File: config.mk
export PLATFORM = sky130hd
export DESIGN_NAME = switch_debounce
export DESIGN_NICKNAME = d
export VERILOG_FILES = /design/src/rtl/switch_debounce_pkg.sv /design/src/rtl/sync_2ff.sv /design/src/rtl/switch_debounce.sv
export SDC_FILE = /design/constraint.sdc
export NUM_CORES = 1
export LEC_CHECK = 0
export BUFFER_PORTS_ARGS = -buffer_cell sky130_fd_sc_hd__buf_2
export CELL_PAD_IN_SITES_DETAIL_PLACEMENT = 1
export CELL_PAD_IN_SITES_GLOBAL_PLACEMENT = 2
export CORE_UTILIZATION = 34
export DETAILED_ROUTE_END_ITERATION = 8
export PLACE_DENSITY_LB_ADDON = 0.2
export SYNTH_ARGS = -nofsm -noshare
export SYNTH_HDL_FRONTEND = slang
export SYNTH_SLANG_ARGS = --single-unit
File: constraint.sdc
create_clock -name clk -period 1.88 [get_ports clk]
set_input_delay 0.282 -clock clk [delete_from_list [all_inputs] [get_ports clk]]
set_output_delay 0.282 -clock clk [all_outputs]
set_load 0.05 [all_outputs]
File: src/rtl/switch_debounce_pkg.sv
// Shared types and defaults for the switch debouncer.
// State encodings are fixed so that state[1] alone gives the debounced level.
package switch_debounce_pkg;

    localparam int DEFAULT_STABLE_CYCLES = 1000000;
    localparam int DEFAULT_CNT_W         = 20;

    typedef enum logic [1:0] {
        ZERO  = 2'b00,
        WAIT1 = 2'b01,
        ONE   = 2'b10,
        WAIT0 = 2'b11
    } db_state_t;

endpackage

File: src/rtl/sync_2ff.sv
// Two-flop synchronizer for bringing asynchronous inputs into the clk domain.
// Both stages reset to 0.
module sync_2ff #(
    parameter int WIDTH = 1
) (
    input  logic             clk,
    input  logic             reset_n,
    input  logic [WIDTH-1:0] d,
    output logic [WIDTH-1:0] q
);

    logic [WIDTH-1:0] s1_reg;
    logic [WIDTH-1:0] s2_reg;

    always_ff @(posedge clk or negedge reset_n) begin
        if (!reset_n) begin
            s1_reg <= '0;
            s2_reg <= '0;
        end else begin
            s1_reg <= d;
            s2_reg <= s1_reg;
        end
    end

    assign q = s2_reg;

endmodule

File: src/rtl/switch_debounce.sv
// Debounces a raw asynchronous switch into a clean level plus a one-cycle
// rising-edge tick; a new value must hold for STABLE_CYCLES+1 synchronized samples.
module switch_debounce
    import switch_debounce_pkg::*;
#(
    parameter int STABLE_CYCLES = DEFAULT_STABLE_CYCLES,
    parameter int CNT_W         = DEFAULT_CNT_W
) (
    input  logic clk,
    input  logic reset_n,
    input  logic sw,
    output logic db_level,
    output logic db_tick
);

    localparam logic [CNT_W-1:0] LOAD_VAL = CNT_W'(STABLE_CYCLES - 1);

    logic             sw_sync;
    db_state_t        state_reg, state_next;
    logic [CNT_W-1:0] cnt_reg, cnt_next;
    logic             level_reg, level_next;
    logic             tick_reg, tick_next;

    sync_2ff #(
        .WIDTH (1)
    ) u_sync (
        .clk     (clk),
        .reset_n (reset_n),
        .d       (sw),
        .q       (sw_sync)
    );

    always_ff @(posedge clk or negedge reset_n) begin
        if (!reset_n) begin
            state_reg <= ZERO;
            cnt_reg   <= '0;
            level_reg <= 1'b0;
            tick_reg  <= 1'b0;
        end else begin
            state_reg <= state_next;
            cnt_reg   <= cnt_next;
            level_reg <= level_next;
            tick_reg  <= tick_next;
        end
    end

    // A sample that disagrees with the pending value aborts the wait before
    // the counter is consulted, so a bounce on the final cycle is still rejected.
    always_comb begin
        state_next = state_reg;
        cnt_next   = cnt_reg;
        tick_next  = 1'b0;
        case (state_reg)
            ZERO: begin
                if (sw_sync) begin
                    state_next = WAIT1;
                    cnt_next   = LOAD_VAL;
                end
            end
            WAIT1: begin
                if (!sw_sync) begin
                    state_next = ZERO;
                end else if (cnt_reg == '0) begin
                    state_next = ONE;
                    tick_next  = 1'b1;
                end else begin
                    cnt_next = cnt_reg - 1'b1;
                end
            end
            ONE: begin
                if (!sw_sync) begin
                    state_next = WAIT0;
                    cnt_next   = LOAD_VAL;
                end
            end
            WAIT0: begin
                if (sw_sync) begin
                    state_next = ONE;
                end else if (cnt_reg == '0) begin
                    state_next = ZERO;
                end else begin
                    cnt_next = cnt_reg - 1'b1;
                end
            end
            default: begin
                state_next = ZERO;
            end
        endcase
        level_next = (state_next == ONE) || (state_next == WAIT0);
    end

    assign db_level = level_reg;
    assign db_tick  = tick_reg;

endmodule

# Word level (Yosys, flattened, before mapping)
# Index checks and enable logic that the tools add are counted.
[totals]
register_bits = 26
inputBits = 3
out_inout_bits = 2
elab_cells = 36
[op_classes]
add_sub_neg = 1
n_eq_ne = 9
muxes = 16
reduce_logical = 4
[op_table]
columns = ["operator", "count"]
rows = [
  ["$mux 20", 5],
  ["$pmux 20 s4", 1],
  ["$logic_not 20->1", 1],
  ["$sub 20x1->20 const B", 1],
  ["$mux 2", 6],
  ["$eq 2x2->1 const B", 4],
  ["$pmux 2 s4", 1],
  ["$ne 2x1->1 const B", 2],
  ["$ne 2x2->1 const B", 2],
  ["$reduce_and 4->1", 1],
  ["$mux 1", 3],
  ["$eq 2x1->1 const B", 1],
  ["$logic_not 2->1", 1],
  ["$logic_or 1x1->1", 1],
]

# Depth between registers and ports, before layout
[logic_depth]
depth_word = 6
depth_mapped = 9
depth_no_buf = 8

# Modules after synthesis
# From an unflattened synthesis, not the netlist that was laid out.
[unflattened]
hier_cells = 133
area_unflattened_um2 = 1281.2
[by_module_without_submodules]
columns = ["module", "instances", "cells_each", "area_per_inst_um2", "seq_area_each_um2"]
rows = [
  ["switch_debounce", 1, 131, 1231.2, 575.6],
  ["sync_2ff", 1, 2, 50.0, 50.0],
]

# Worst setup path after synthesis
# No wires, ideal clock.
[synth_timing]
path_kind = "register to register"
startpoint = "register cnt_reg[0]"
endpoint = "register level_reg (netlist: db_level)"
setup_ns = 0.128
t_arrival_ns = 1.813
required_time_ns = 1.752
slack_ns = -0.061
path_stages_with_launch = 7
path_buffers = 0
synth_period_minus_slack_ns = 1.941
path_cell_list = "dfrtp_1 -> inv_1 -> ha_1 -> nor3b_2 -> nand4_1 -> nor3_1 -> mux2_1"
[synth_via]
elab_chain_len = 6
word_cells_on_any_way = 9
cone_classes = "eq/ne (2); mux (5); reduce/logical (2)"
[synth_lines]
columns = ["element", "line_no", "text"]
rows = [
  ["start: declaration", "switch_debounce.sv:20", "logic [CNT_W-1:0] cnt_reg, cnt_next;"],
  ["start signal: assignment", "switch_debounce.sv:41", "cnt_reg <= cnt_next;"],
  ["$logic_not 20->1 *", "switch_debounce.sv:63, switch_debounce.sv:79", ""],
  ["$mux 2, on equally long branches", "switch_debounce.sv:79, switch_debounce.sv:63", ""],
  ["$mux 2, on equally long branches", "switch_debounce.sv:77, switch_debounce.sv:61", ""],
  ["$pmux 2 s4 *", "switch_debounce.sv:53", "case (state_reg)"],
  ["$eq 2x2->1", "switch_debounce.sv:89", "level_next = (state_next == ONE) || (state_next == WAIT0);"],
  ["$logic_or 1x1->1 *", "switch_debounce.sv:89", ""],
  ["via level_next", "switch_debounce.sv:21", "logic level_reg, level_next;"],
  ["end signal: assignment", "switch_debounce.sv:42", "level_reg <= level_next;"],
  ["end: declaration", "switch_debounce.sv:21", ""],
]
# Mark *: on every way through the listed nets, which the timed path passes. The rest lies on a longest branch.
# A chain may end at the register's enable or synchronous reset.

# Final worst setup path
[layout_timing]
startpoint = "register cnt_reg[6]"
endpoint = "register cnt_reg[17]"
[layout_via]
elab_chain_len = 4
word_cells_on_any_way = 6
cone_classes = "add/sub (1); mux (4); reduce/logical (1)"
[layout_lines]
columns = ["element", "line_no"]
rows = [
  ["$sub 20x1->20 / $logic_not 20->1 (equally long branches)", "-"],
  ["$mux 20 *", "switch_debounce.sv:63, switch_debounce.sv:79"],
  ["$mux 20, on equally long branches", "switch_debounce.sv:77, switch_debounce.sv:61"],
  ["$pmux 20 s4 *", "switch_debounce.sv:53"],
]
# Mark *: on every way between the ends. The rest lies on a longest branch, timed or not. The select of a mux whose other input is x is not followed.

==> reports/results.tsv <==
stage	metric	value	unit
logic_synthesis	synth_edf_count	0	
place	dp_hpwl	2.86	mm
worst_setup_path	timing.critical_path.from	cnt_reg[6]	
timing	rsz0062_at_grt	true	
power	power_leakage	0.000783	uW
place	placed_cell_area	1630	sq um
cells_and_area	post-route-util	0.495	
cells_and_area	most-common-layout-cells	buf_4 (39), dfrtp_1 (25), nor2_1 (15)	
cells_and_area	diodes	0	
place	pre_cts_ws	-0.152	ns
timing	final.period_utilization	1.03	
route	drc	0	
cells_and_area	final_cell_area	1840	sq um
cells_and_area	largest_register_ff_count	20	
route	routed_wl	4.05	mm
cts	clock_latency	0.29	ns
timing	finalClockSkew	0.0103	ns
global_route	grt_pass1_wl	6.73	mm
route	wl_per_cell	17.2	microns
floorplanning	io_pins	5	
route	via_per_inst	5.59	
floorplanning	chipHeight	64.9	microns
logic_synthesis	synthArstFlopShare	1.00	
global_route	grt_start_max_net_pins	26	
cts	ctsHtreeMaxLevel	1	
global_route	grt_antenna_before_repair	0	
route	first_pass_iters	4	
timing	slew_violations	0	
floorplanning	rows	22	
timing	fin_setup_tns	-0.0652	ns
place	place_congestion	0.787	
floorplanning	die_area	4220	sq um
logic_synthesis	synth_area	1350	sq um
floorplanning	initial_core_util	0.362	
cells_and_area	drive_above_1_share	0.330	
timing	fin_ws	-0.0587	ns
route	postRouteAntennaNets	0	
logic_synthesis	synth_top_flop_cell	dfrtp_1	
status	violations	setup timing	
logic_synthesis	syn_nets	149	
global_route	use_met3	0.0246	
power	powerDensity	662	nW/um^2
route	first_iter_violations	62	
worst_setup_path	cp_max_fo	4	
logic_synthesis	postSynthAreaPerCell	9.28	sq um
logic_synthesis	synth.distinct_cells	47	
global_route	grt_use_total	0.214	
worst_setup_path	reg2reg_from	cnt_reg[6]	
worst_setup_path	cp-start-kind	register	
cts	cts-root-buf	clkbuf_8	
cells_and_area	final_common_cell	buf_4	
cts	cts_tree	done	
worst_setup_path	critical_path_class	register to register	
global_route	grt_pass1_vias	1428	
logic_synthesis	ys_ff_latch	25	
hold_path	min_from	sw	
timing	tightest_slew	0.594	ns
timing	relSlewSlack	0.604	
global_route	busiest_layer	met2	
logic_synthesis	synth_seq_area_share	0.465	
cells_and_area	area_growth	36.6	%
timing	fmax	0.516	GHz
cts	numClockSinks	25	
logic_synthesis	postSynthCellCount	145	
timing	setup_viol	2	
worst_setup_path	arrival	2.11	ns
cts	clockBufferDepth	2	
cts	clk_pin_slew	0.10	ns
cells_and_area	fin_nets	193	
timing	period_minus_slack	1.94	ns
cts	numCtsBuffers	3	
floorplanning	core_area	3720	sq um
route	num_vias	1320	
worst_setup_path	rrSetupSlack	-0.06	ns
logic_synthesis	yosysWarnings	0	
status	outcome	finished with violations	
global_route	grt-ovfl-total	0	
power	ir_drop	377	uV
global_route	grtUsageMet2	0.352	
run	maxCapViolations	0	
hold_path	hp-class	input port to register	
worst_setup_path	worstSetupEndpointType	register	
timing	hold_violations	0	
global_route	met1_usage	0.263	
floorplanning	die_x	64.9	microns
place	port_buffers	4	
worst_setup_path	required	2.06	ns
[metal layers]
layer / routed length (microns) / vias up
met1: 1820 / 652
li1: - / 629
met3: 109 / 14
met4: 152 / 0
met5: 0 / -
met2: 1970 / 25
[final cells by class]
cell class,instances,area (sq um)
fillers,441,1880
multi-input cells,109,756
flip-flops and latches,25,626
repair buffers,44,323
well taps,48,60.1
clock buffers,3,41.3
inverters,6,25.0
clock inverters,1,8.76
[timing repair]
| item | in CTS | in global routing |
|---|---|---|
| hold endpoints to repair | 7 | 0 |
| gates resized for setup | 4 | 17 |
| endpoints found under the setup margin | 8 | 22 |
| hold buffers | 1 | 0 |
| buffers inserted | 3 | 6 |
| pin swaps | 2 | 3 |
[final timing paths]
| check | to | cells after the start |
|---|---|---|
| min in group asynchronous | cnt_reg[18] | 2 |
| max in group asynchronous | cnt_reg[13] | 2 |
| worst min-delay path | u_sync.s1_reg | 1 |
| worst max register to register | cnt_reg[17] | 6 |
| worst max-delay path | cnt_reg[17] | 6 |
| worst min register to register | u_sync.q | 0 |
[report_power, final]
part	total, uW	internal (uW)	switching, uW
registers	623	574	48.4
clock network	357	156	201
logic	237	108	129
[cells in the mapped netlist, drive strengths merged, types with 2 or more instances]
| cell type | count | area (sq um) |
|---|---|---|
| nand2 | 11 | 41.3 |
| buf | 3 | 26.3 |
| a31oi | 2 | 12.5 |
| nor3 | 8 | 40.0 |
| inv | 5 | 18.8 |
| nand4 | 3 | 18.8 |
| nor2 | 15 | 56.3 |
| o21ai | 8 | 40.0 |
| dfrtp | 25 | 626 |
| a2bb2oi | 2 | 17.5 |
| a21o | 2 | 16.3 |
| or3 | 4 | 25.0 |
| a21oi | 9 | 45.0 |
| a311oi | 2 | 17.5 |
| nand2b | 2 | 12.5 |
| nand3b | 2 | 15.0 |
| clkbuf | 2 | 7.51 |
| a2111oi | 2 | 17.5 |
| nor4 | 5 | 52.6 |
| nand3 | 11 | 55.1 |
| o31ai | 2 | 15.0 |
[worst max-delay path, stage by stage, from the launching register on]
cell,delay [ns]
dfrtp_1,0.42
nor4_4,0.37
buf_4,0.18
nand4_1,0.17
or3_1,0.41
a311oi_1,0.22
a21oi_1,0.06
[through the flow]
stage               std cells  total power (uW)  hold slack [ns]
floorplan                 145               726          -0.0136
global placement          223               817            0.311
detailed placement        223               827            0.317
CTS                       231              1190           0.0883
global route              236              1270           0.0848
finish                    236              1220           0.0903
[kinds of logic after synthesis]
group                      Yosys count  share of synthesized area
AOI/OAI and AO/OA                   37                      0.184
DFF                                 25                      0.465
buffers and inverters               11                     0.0418
adders and majority gates            1                    0.00929
and+or+nand+nor                     68                      0.279
muxes                                1                    0.00836
xor gates and xnor gates             2                     0.0130
No activity file was read; power rests on OpenSTA's default activity.
